File: config.mk
export PLATFORM = sky130hd
export DESIGN_NAME = dmem_arbiter
export DESIGN_NICKNAME = d
export VERILOG_FILES = /design/src/rtl/dmem_arbiter.sv
export SDC_FILE = /design/constraint.sdc
export NUM_CORES = 1
export LEC_CHECK = 0
export CAP_MARGIN = 20
export CORE_MARGIN = 10
export CORE_UTILIZATION = 19
export DETAILED_ROUTE_END_ITERATION = 12
export GPL_ROUTABILITY_DRIVEN = 0
export GPL_TIMING_DRIVEN = 0
export PLACE_DENSITY = 0.78
export SYNTH_ARGS = -nofsm -noshare
export SYNTH_HDL_FRONTEND = slang
export SYNTH_SLANG_ARGS = --single-unit
File: constraint.sdc
create_clock -name clk -period 2.35 [get_ports clk]
set_clock_uncertainty 0.15 [all_clocks]
set_input_delay 0.5875 -clock clk [delete_from_list [all_inputs] [get_ports clk]]
set_output_delay 0.5875 -clock clk [all_outputs]
set_load 0.01 [all_outputs]
File: src/rtl/dmem_arbiter.sv
// -----------------------------------------------------------------------------
// dmem_arbiter
//   Two-requester arbiter in front of a single-ported synchronous data memory.
//   An IDLE cycle grants one requester (combinational gnt plus the memory
//   strobe). The following RESP cycle returns that requester's response
//   (rvalid, rdata, err). Because of this, the block completes at most one
//   access every two cycles.
//   Addresses that fall outside [MemStart, MemStart+MemSize) do not access
//   the memory. They are answered with err=1 and rdata=0.
//
//   Configuration macro: DMEM_ARB_FAIR_EN
//     defined   -> round-robin; the pointer flips to the other port after
//                  every grant
//     undefined -> fixed priority; port 0 wins when both ports request
//
// Ports
//   clk, reset_n                 clock, async active-low reset
//   pN_req/we/addr/wdata         requester N request (N = 0,1)
//   pN_gnt                       grant pulse (same cycle as the request in IDLE)
//   pN_rvalid/rdata/err          response pulse, one cycle after the grant
//   mem_en/we/addr/wdata         memory strobe, region-relative byte address
//   mem_rdata                    memory read data, one cycle after mem_en
// -----------------------------------------------------------------------------
module dmem_arbiter #(
    parameter logic [31:0] MemStart  = 32'h0001_0000,
    parameter logic [31:0] MemSize   = 32'h0000_1000,
    localparam int         AddrWidth = $clog2(MemSize)
) (
    input  logic                 clk,
    input  logic                 reset_n,
    input  logic                 p0_req,
    input  logic                 p0_we,
    input  logic [31:0]          p0_addr,
    input  logic [31:0]          p0_wdata,
    output logic                 p0_gnt,
    output logic                 p0_rvalid,
    output logic [31:0]          p0_rdata,
    output logic                 p0_err,
    input  logic                 p1_req,
    input  logic                 p1_we,
    input  logic [31:0]          p1_addr,
    input  logic [31:0]          p1_wdata,
    output logic                 p1_gnt,
    output logic                 p1_rvalid,
    output logic [31:0]          p1_rdata,
    output logic                 p1_err,
    output logic                 mem_en,
    output logic                 mem_we,
    output logic [AddrWidth-1:0] mem_addr,
    output logic [31:0]          mem_wdata,
    input  logic [31:0]          mem_rdata
);

    typedef enum logic {IDLE = 1'b0, RESP = 1'b1} state_t;

    state_t r_state, w_state_nxt;
    logic   r_win;      // port that owns the pending response
    logic   r_err;      // pending response is out of range
    logic   r_rd;       // pending response is an in-range read (returns mem_rdata)

    logic        w_any, w_win, w_we, w_in_range;
    logic [31:0] w_addr, w_wdata, w_off;
    logic [1:0]  w_gnt, w_rvalid, w_err;
    logic [1:0][31:0] w_rdata;

    assign w_any = p0_req | p1_req;

`ifdef DMEM_ARB_FAIR_EN
    logic r_ptr;        // port favoured when both request
    assign w_win = (p0_req & p1_req) ? r_ptr : ~p0_req;
`else
    assign w_win = ~p0_req;
`endif

    assign w_we    = w_win ? p1_we    : p0_we;
    assign w_addr  = w_win ? p1_addr  : p0_addr;
    assign w_wdata = w_win ? p1_wdata : p0_wdata;

    // Compare at 33 bits so that MemStart+MemSize cannot wrap.
    assign w_in_range = ({1'b0, w_addr} >= {1'b0, MemStart}) &&
                        ({1'b0, w_addr} <  ({1'b0, MemStart} + {1'b0, MemSize}));
    assign w_off      = w_addr - MemStart;

    always_comb begin
        w_state_nxt = r_state;
        w_gnt       = '0;
        w_rvalid    = '0;
        w_err       = '0;
        w_rdata     = '0;
        mem_en      = 1'b0;
        mem_we      = 1'b0;
        mem_addr    = '0;
        mem_wdata   = '0;
        case (r_state)
            IDLE: begin
                if (w_any) begin
                    w_state_nxt  = RESP;
                    w_gnt[w_win] = 1'b1;
                    if (w_in_range) begin
                        mem_en    = 1'b1;
                        mem_we    = w_we;
                        mem_addr  = w_off[AddrWidth-1:0];
                        mem_wdata = w_wdata;
                    end
                end
            end
            RESP: begin
                w_state_nxt     = IDLE;
                w_rvalid[r_win] = 1'b1;
                w_err[r_win]    = r_err;
                w_rdata[r_win]  = r_rd ? mem_rdata : 32'h0;
            end
            default: w_state_nxt = IDLE;
        endcase
        // The grant path is combinational from the req inputs. Gate it here
        // so that every output is quiet while reset is held.
        if (!reset_n) begin
            w_gnt     = '0;
            w_rvalid  = '0;
            w_err     = '0;
            w_rdata   = '0;
            mem_en    = 1'b0;
            mem_we    = 1'b0;
            mem_addr  = '0;
            mem_wdata = '0;
        end
    end

    assign p0_gnt    = w_gnt[0];
    assign p1_gnt    = w_gnt[1];
    assign p0_rvalid = w_rvalid[0];
    assign p1_rvalid = w_rvalid[1];
    assign p0_err    = w_err[0];
    assign p1_err    = w_err[1];
    assign p0_rdata  = w_rdata[0];
    assign p1_rdata  = w_rdata[1];

    always_ff @(posedge clk or negedge reset_n) begin
        if (!reset_n) begin
            r_state <= IDLE;
            r_win   <= 1'b0;
            r_err   <= 1'b0;
            r_rd    <= 1'b0;
        end else begin
            r_state <= w_state_nxt;
            if (r_state == IDLE && w_any) begin
                r_win <= w_win;
                r_err <= ~w_in_range;
                r_rd  <= w_in_range & ~w_we;
            end
        end
    end

`ifdef DMEM_ARB_FAIR_EN
    always_ff @(posedge clk or negedge reset_n) begin
        if (!reset_n)
            r_ptr <= 1'b0;
        else if (r_state == IDLE && w_any)
            r_ptr <= ~w_win;
    end
`endif

endmodule

-- After elaboration in Yosys (flattened, before gate mapping)
Index checks and enable logic that the tools add are counted.
- bits of input ports: 166
- output and inout port bits: 116
- register bits after elaboration: 4
- word-level logic and storage cells: 60
- bitwise gates (word level): 8
- muxes and demuxes: 37
- add/sub/neg operators: 1
- $lt $le $gt $ge: 6
- reduce and logical (&&, ||, !) cells: 4
- operators by type and width (cell ; number):
    $mux 32 ; 8
    $mux 64 ; 2
    $and 64x64->64 ; 1
    $mux 12 ; 4
    $demux 32 s1 ; 1
    $ge 32x17->1 const B ; 1
    $lt 32x17->1 const B ; 1
    $mux 2 ; 7
    $mux 1 ; 12
    $sub 12x1->12 const B ; 1
    $logic_and 1x1->1 ; 4
    $lt 1x2->1 const B ; 2
    $not 1->1 ; 4
    $and 2x2->2 ; 1
    $demux 1 s1 ; 2
    $ge 1x1->1 const B ; 2
    $pmux 1 s2 ; 1
    $and 1x1->1 ; 1
    $or 1x1->1 ; 1

-- Logic depth before layout (Yosys ltp)
Gate-level depths: netlist of run 1.
- word-level depth: 8
- mapped depth: 8
- depth with buffers taken out: 5

-- Worst setup path after synthesis of run 1
No wires, ideal clock.
- kind: input -> output
- start point: input port p0_req
- end point: output port mem_addr[0]
- setup slack: -0.242 ns
- required time: 1.612 ns
- data arrival time: 1.854 ns
- stages: 8
- path buffers: 3
- path through: buf_6 nor4_2 nand4_1 nor4_2 o21ai_1 buf_2 buf_6 nor3_2
- word-level cells in the longest chain between the ends: 7
- RTL lines (element ; RTL line ; RTL):
    start, declared ; 31 ; input logic p0_req,
    $mux 32 ; 76 ; assign w_addr = w_win ? p1_addr : p0_addr;
    $ge 32x17->1 or $lt 32x17->1 (tied branches) ; 80, 81 ;
    $logic_and 1x1->1 ; 80 ; assign w_in_range = ({1'b0, w_addr} >= {1'b0, MemStart}) &&
    $mux 12 ; 99 ; if (w_in_range) begin
    $mux 12 (*) ; 96 ; if (w_any) begin
    $mux 12 (*) ; 94 ; case (r_state)
    $mux 12 (*) ; 117 ; if (!reset_n) begin
    end, declared ; 49 ; output logic [AddrWidth-1:0] mem_addr,
Every way passes the cells marked *; elsewhere a longest branch is shown, timed or not.

-- Final worst setup path of run 1
- start point: input port p1_addr[23]
- end point: output port mem_wdata[28]
- word-level cells in the longest chain between the ends: 7
- RTL lines (element ; RTL line ; RTL):
    start, declared ; 41 ; input logic [31:0] p1_addr,
    $mux 32 (*) ; 76 ;
    $ge 32x17->1 or $lt 32x17->1 (tied branches) ; 80, 81 ;
    $logic_and 1x1->1 (*) ; 80 ;
    $mux 32 (*) ; 99 ;
    $mux 32 (*) ; 96 ;
    $mux 32 (*) ; 94 ;
    $mux 32 (*) ; 117 ;
    end, declared ; 50 ; output logic [31:0] mem_wdata,
Marks and branches as above.

==> flow_metrics.env, run 1 <==
export IMPL_critPathKind="primary input to primary output"
export IMPL_number_of_buffers_created_by_cts=3
export IMPL_final_common_cell="clkdlybuf4s50_1"
export IMPL_reg2regPathDepth=8
export IMPL_floorplan_initialDensity_pct=19.37
export IMPL_drt_pass1_iter_count=4
export IMPL_worst_slew_pin_transition_ps=666.6
export IMPL_place_area_sq_mm=0.004832
export IMPL_worst_ep_arrival_time_ps=2130
export IMPL_layout_cells_most_common_list="clkdlybuf4s50_1 (129), buf_2 (54), nor2_1 (52)"
export IMPL_drt_total_wl_mm=13.55
export IMPL_final_setup_viol_count=52
export IMPL_clock_latency_of_the_later_clocked_register_in_the_worst_skew_pair_ps=220
export IMPL_global_route_usage_total_pct=19.82
export IMPL_worstSetupStartpointType="primary input"
export IMPL_outcome="finished, violations left"
export IMPL_maxClockFrequency_mhz=348.2
export IMPL_place_inst=640
export IMPL_timing_critical_path_to_type="primary output"
export IMPL_reg_to_reg_startpoint="r_state$_DFF_PN0_"
export IMPL_die_area_sq_mm=0.01233
export IMPL_layout_drive_gt1_share_pct=41.22
export IMPL_critical_path_startpoint="p1_addr[23]"
export IMPL_final_core_util_pct=63.88
export IMPL_cts_reportedPaths_clkPinSlew_ps=30
export IMPL_critical_path_reg2reg_endpoint="r_err$_DFFE_PN0P_"
export IMPL_synth_cell_types=25
export IMPL_first_global_vias=3310
export IMPL_antennaDiodeCount=0
export IMPL_timing_final_hold_violations=0
export IMPL_area_growth_synth_to_final_pct=229.9
export IMPL_synth_cell_area_sq_mm=0.001575
export IMPL_port_buffer_count=280
export IMPL_dp_hpwl_mm=11.26
export IMPL_placementRows=33
export IMPL_die_width_um=111.1
export IMPL_cts_hold_repair_buffers=0
export IMPL_crit_path_max_fanout=6
export IMPL_postSynthRegisterBits=4
export IMPL_drt_drc_violations_left=0
export IMPL_clock_tree_from_tritoncts="yes"
export IMPL_failed_checks="negative setup slack"
export IMPL_yosysWarningCount=0
export IMPL_power_ir_vdd_worst_mv=0.1043
export IMPL_pin_count=282
export IMPL_die_h_um=111.1
export IMPL_cellLeakagePower_uw=0.002431
export IMPL_drt_wl_cell_um=20.43
export IMPL_cts_root_buf="clkbuf_8"
export IMPL_final_period_utilization_pct=122.2
export IMPL_synth_seq_area_share_pct=6.354
export IMPL_post_synthesis_mean_instance_area_sq_um=6.177
export IMPL_slowest_stage="clkdlybuf4s50_1"
export IMPL_dpl_worst_slack_ps=-1539
export IMPL_worst_max_slew_margin_expressed_relative_to_the_limit_pct=55.56
export IMPL_rsz0062_at_grt="yes"
export IMPL_power_per_cell_area_mw_per_mm2=152.7
export IMPL_final_max_slew_viol_count=0
export IMPL_grt_pass1_wl_mm=19.81
export IMPL_initial_antenna_violation_count=0
export IMPL_clk_path_buf_depth=2
export IMPL_fin_crit_ps=2872
export IMPL_synth_nets=421
export IMPL_cp_num_buf_inv=4
export IMPL_reg2reg_setup_slack_ps=650
export IMPL_grt_max_degree=11
export IMPL_nFillCells=689
export IMPL_worstHoldPathType="primary input to async pin"
export IMPL_worstPathCellList="clkdlybuf4s50_1 > nor4_4 > o21ai_4 > buf_8 > buf_12 > nor3_4 > buf_2"
export IMPL_tritoncts_num_sinks=4
export IMPL_drtAntennaViolNets=0
export IMPL_layout_cells_non_filler=663
export IMPL_p_total_uw=793.3
export IMPL_max_capacitance_violation_count=0
export IMPL_grt_overflow_total=0
export IMPL_vias=3068
export IMPL_core_area_sq_mm=0.008134
export IMPL_drt_iter0_drcs=91
export IMPL_critPathTopFamily="buffers and inverters"
export IMPL_detail_route_vias_per_cell=4.627
export IMPL_worst_slack_ps=-522.1
export IMPL_cp_data_required_time_ps=1610
export IMPL_h_tree_depth=1
export IMPL_postSynthCellCount=255
export IMPL_final_nets=726
export IMPL_fin_area_sq_mm=0.005196
export IMPL_slowest_delay_ps=450
## through the flow
stage               setup TNS (ps)  hold WS, ps
floorplan                    -6435        141.9
global placement           -137320        379.6
detailed placement         -139750        398.9
CTS                         -27780        105.1
global route                -24850        105.6
finish                      -20850        102.6
## synth_stat cells (all sizes together)
cell type	count	share of area [%]
a21boi	1	0.48
a21oi	3	0.95
and3	1	0.40
buf	8	3.6
clkbuf	19	4.5
dfrtp	4	6.4
inv	6	1.4
mux2	1	0.71
mux2i	44	28
nand2	35	8.3
nand3	1	0.32
nand3b	1	0.48
nand4	2	0.79
nor2	70	17
nor3	45	20
nor4	7	3.6
nor4b	3	2.1
o21ai	3	0.95
or3	1	0.40
## registers in the layout, summed over array words and instances, names as in the netlist
name	cells
r_err	1
r_rd	1
r_state	1
r_win	1
## kinds of logic (layout without fill, tap and decap cells)
| kind of cell | after synthesis | in the layout | share of synthesized area [%] |
|---|---|---|---|
| simple gates | 166 | 166 | 53.06 |
| mux | 45 | 45 | 28.67 |
| compound gates | 7 | 7 | 2.382 |
| buf+inv | 33 | 336 | 9.531 |
| flops | 4 | 4 | 6.355 |
## worst max-delay path by stage
stage / end / cells past startpoint
floorplan: mem_addr[0] / 8
global placement: mem_wdata[4] / 6
detailed placement: mem_wdata[13] / 6
CTS: mem_wdata[28] / 9
global route: mem_wdata[28] / 7
finish: mem_wdata[28] / 7
## where the power goes
group	total [uW]	internal, uW	switching (uW)
clock	145	109	36.0
sequential	80.1	74.4	5.62
combinational	568	350	217
## layer usage
| layer | GRT usage, % | vias to the layer above | routed length, um |
|---|---|---|---|
| met3 | 9.524 | 22 | 1347 |
| li1 | - | 1476 | - |
| met2 | 37.26 | 160 | 7300 |
| met5 | 0 | - | 0 |
| met1 | 18.72 | 1410 | 4530 |
| met4 | 5.227 | 0 | 367 |
## what timing repair did
action	4_1_cts	5_1_grt
buffers inserted	14	2
setup endpoints to repair	116	82
resized for setup	481	102
gates cloned	6	1
pin swaps	36	30
## layout make-up
type                       instances  area (sq um)  share of cell area [%]
sequential                         4         100.1                   1.926
timing repair buffer             303          2763                   53.17
multi-input combinational        218          1851                   35.61
tap                              105         131.4                   2.528
inverter                           6         25.02                  0.4816
clock buffer                       3         41.29                  0.7946
buffer                            24         285.3                   5.490
Power figures use the tool's default switching activity.
==> run 2, diff against run 1 <==
- CTS_BUF_LIST: default -> sky130_fd_sc_hd__clkbuf_4
- clock period: 2.35 -> 2.48 ns (I/O delays scaled with it)
==> flow_metrics.env, run 2 (synthesized netlist as in run 1, its figures left out) <==
export IMPL_port_buffer_count=280
export IMPL_route_met2_wl_mm=7.395
export IMPL_met3WireLength_mm=1.434
export IMPL_nFillCells=706
export IMPL_worst_slack_ps=-417.5
export IMPL_number_of_buffers_created_by_cts=3
export IMPL_worst_slew_pin_transition_ps=719.8
export IMPL_max_capacitance_violation_count=0
export IMPL_slowest_stage="clkdlybuf4s50_1"
export IMPL_outcome="finished, violations left"
export IMPL_dpl_worst_slack_ps=-1522
export IMPL_die_area_sq_mm=0.01233
export IMPL_final_nets=722
export IMPL_slowest_delay_ps=450
export IMPL_clock_latency_of_the_later_clocked_register_in_the_worst_skew_pair_ps=240
export IMPL_dp_hpwl_mm=11.28
export IMPL_global_route_usage_total_pct=19.85
export IMPL_fin_crit_ps=2898
export IMPL_vias=3096
export IMPL_cts_reportedPaths_clkPinSlew_ps=40
export IMPL_initial_antenna_violation_count=1
export IMPL_timing_critical_path_to_type="primary output"
export IMPL_drt_iter0_drcs=110
export IMPL_power_frac_comb_pct=76.7
export IMPL_core_area_sq_mm=0.008134
export IMPL_worstPathCellList="clkdlybuf4s50_1 > nor4_4 > o21ai_2 > buf_6 > buf_12 > nor3_4 > buf_2"
export IMPL_drt_wl_cell_um=20.50
export IMPL_power_per_cell_area_mw_per_mm2=132.0
export IMPL_worstSetupStartpointType="primary input"
export IMPL_cellLeakagePower_uw=0.002427
export IMPL_share_seq_of_total_power_pct=11.2
export IMPL_final_period_utilization_pct=116.8
export IMPL_cts_root_buf="clkbuf_4"
export IMPL_rsz0062_at_grt="yes"
export IMPL_p_total_uw=670.5
export IMPL_area_growth_synth_to_final_pct=222.5
export IMPL_reg2regPathDepth=8
export IMPL_worst_ep_arrival_time_ps=2130
export IMPL_layout_area_seq_sq_um=100.1
export IMPL_h_tree_depth=1
export IMPL_clock_tree_from_tritoncts="yes"
export IMPL_die_h_um=111.1
export IMPL_pin_count=282
export IMPL_power_ir_vdd_worst_mv=0.06633
export IMPL_detail_route_vias_per_cell=4.691
export IMPL_highest_layer="met4"
export IMPL_crit_path_max_fanout=7
export IMPL_drt_drc_violations_left=0
export IMPL_die_width_um=111.1
export IMPL_critPathKind="primary input to primary output"
export IMPL_drt_total_wl_mm=13.53
export IMPL_cp_data_required_time_ps=1710
export IMPL_detail_route_wirelength_met1_mm=4.428
export IMPL_switchingPower_uw=235.4
export IMPL_grt_max_degree=11
export IMPL_internal_power_consumption_uw=435.1
export IMPL_multiInputGateArea_sq_mm=0.001819
export IMPL_drtAntennaViolNets=0
export IMPL_final_max_slew_viol_count=0
export IMPL_timing_final_hold_violations=0
export IMPL_clkPwrFrac_pct=12.1
export IMPL_final_setup_viol_count=46
export IMPL_grt_pass1_wl_mm=19.69
export IMPL_first_global_vias=3318
export IMPL_placementRows=33
export IMPL_maxClockFrequency_mhz=345.1
export IMPL_worstHoldPathType="primary input to async pin"
export IMPL_tritoncts_num_sinks=4
export IMPL_layout_cells_most_common_list="clkdlybuf4s50_1 (130), nor2_1 (62), buf_2 (52)"
export IMPL_sw_frac_of_total_pct=35.11
export IMPL_failed_checks="negative setup slack"
export IMPL_worst_max_slew_margin_expressed_relative_to_the_limit_pct=52.01
export IMPL_grt_overflow_total=0
export IMPL_final_common_cell="clkdlybuf4s50_1"
export IMPL_drt_pass1_iter_count=4
export IMPL_clk_path_buf_depth=2
export IMPL_floorplan_initialDensity_pct=19.37
export IMPL_layout_drive_gt1_share_pct=38.63
==> run 2: cell types whose count changed in the layout (fill, tap and decap cells not counted), moves of 5 or more <==
cell and change:
nor2_1 +10, dlygate4sd2_1 +8, nor3_2 -8, clkbuf_8 -7, nor2_4 -7, nor3_4 +7
clkbuf_2 +6, clkdlybuf4s15_1 -5
==> run 2: final timing paths <==
kind	from	to	slack, ps
setup / recovery	p0_addr[23]	mem_wdata[28]	-420
hold / removal	reset_n	r_state$_DFF_PN0_	110
setup reg to reg	r_state$_DFF_PN0_	r_err$_DFFE_PN0P_	800
hold reg to reg	r_err$_DFFE_PN0P_	r_err$_DFFE_PN0P_	440
max in group asynchronous	reset_n	r_err$_DFFE_PN0P_	1980
min in group clk	r_err$_DFFE_PN0P_	r_err$_DFFE_PN0P_	440
==> run 2: repair_timing <==
| action | in CTS | in global routing |
|---|---|---|
| hold buffers | 0 | 0 |
| buffers inserted | 7 | 6 |
| endpoints found under the setup margin | 116 | 76 |
| cloned | 5 | 0 |
| resized for setup | 468 | 87 |
| pin swaps | 44 | 23 |
==> run 2: per-stage QoR <==
| stage | util (%) | TNS, ps | hold slack (ps) | instance area (sq um) | std cells |
|---|---|---|---|---|---|
| final | 62.45 | -17180 | 112.8 | 5080 | 660 |
| after floorplan | - | -3445 | 174.4 | 1898 | 255 |
| after CTS | 60.36 | -20820 | 5.128 | 4910 | 653 |
| after global placement | 59.41 | -130730 | 379.1 | 4832 | 640 |
| after global routing | 62.45 | -21080 | 112.8 | 5080 | 660 |
| after detailed placement | 59.41 | -133600 | 437.0 | 4832 | 640 |
==> run 2: final cells by class <==
| cell class | count | share of cell area, % |
|---|---|---|
| diodes | 1 | 0.04926 |
| plain buffers | 25 | 5.690 |
| clock buffers | 3 | 0.4433 |
| inverters | 6 | 0.4926 |
| multi-input cells | 218 | 35.81 |
| flip-flops and latches | 4 | 1.970 |
| well taps | 105 | 2.586 |
| repair buffers | 298 | 52.96 |
==> run 2: per-layer routing <==
layer  vias up  track usage, %
met4         0           4.884
met1      1420           17.74
met3        18           9.199
met2       170           38.99
li1       1488               -
met5         -               0
==> run 2: critical path, delay by kind of cell <==
kind	cells	cell delay, ps
AOI/OAI and AO/OA	1	130
and+or+nand+nor	2	420
buffers and inverters	4	950
==> run 2: power groups by stage <==
stage	clock [uW]	sequential (uW)	combinational, uW
finish	81.4	75.1	514
CTS	86.2	75.2	487
global route	88.6	75.6	549
floorplan	0	74.1	154
detailed placement	0	75.1	461
global placement	0	74.5	452
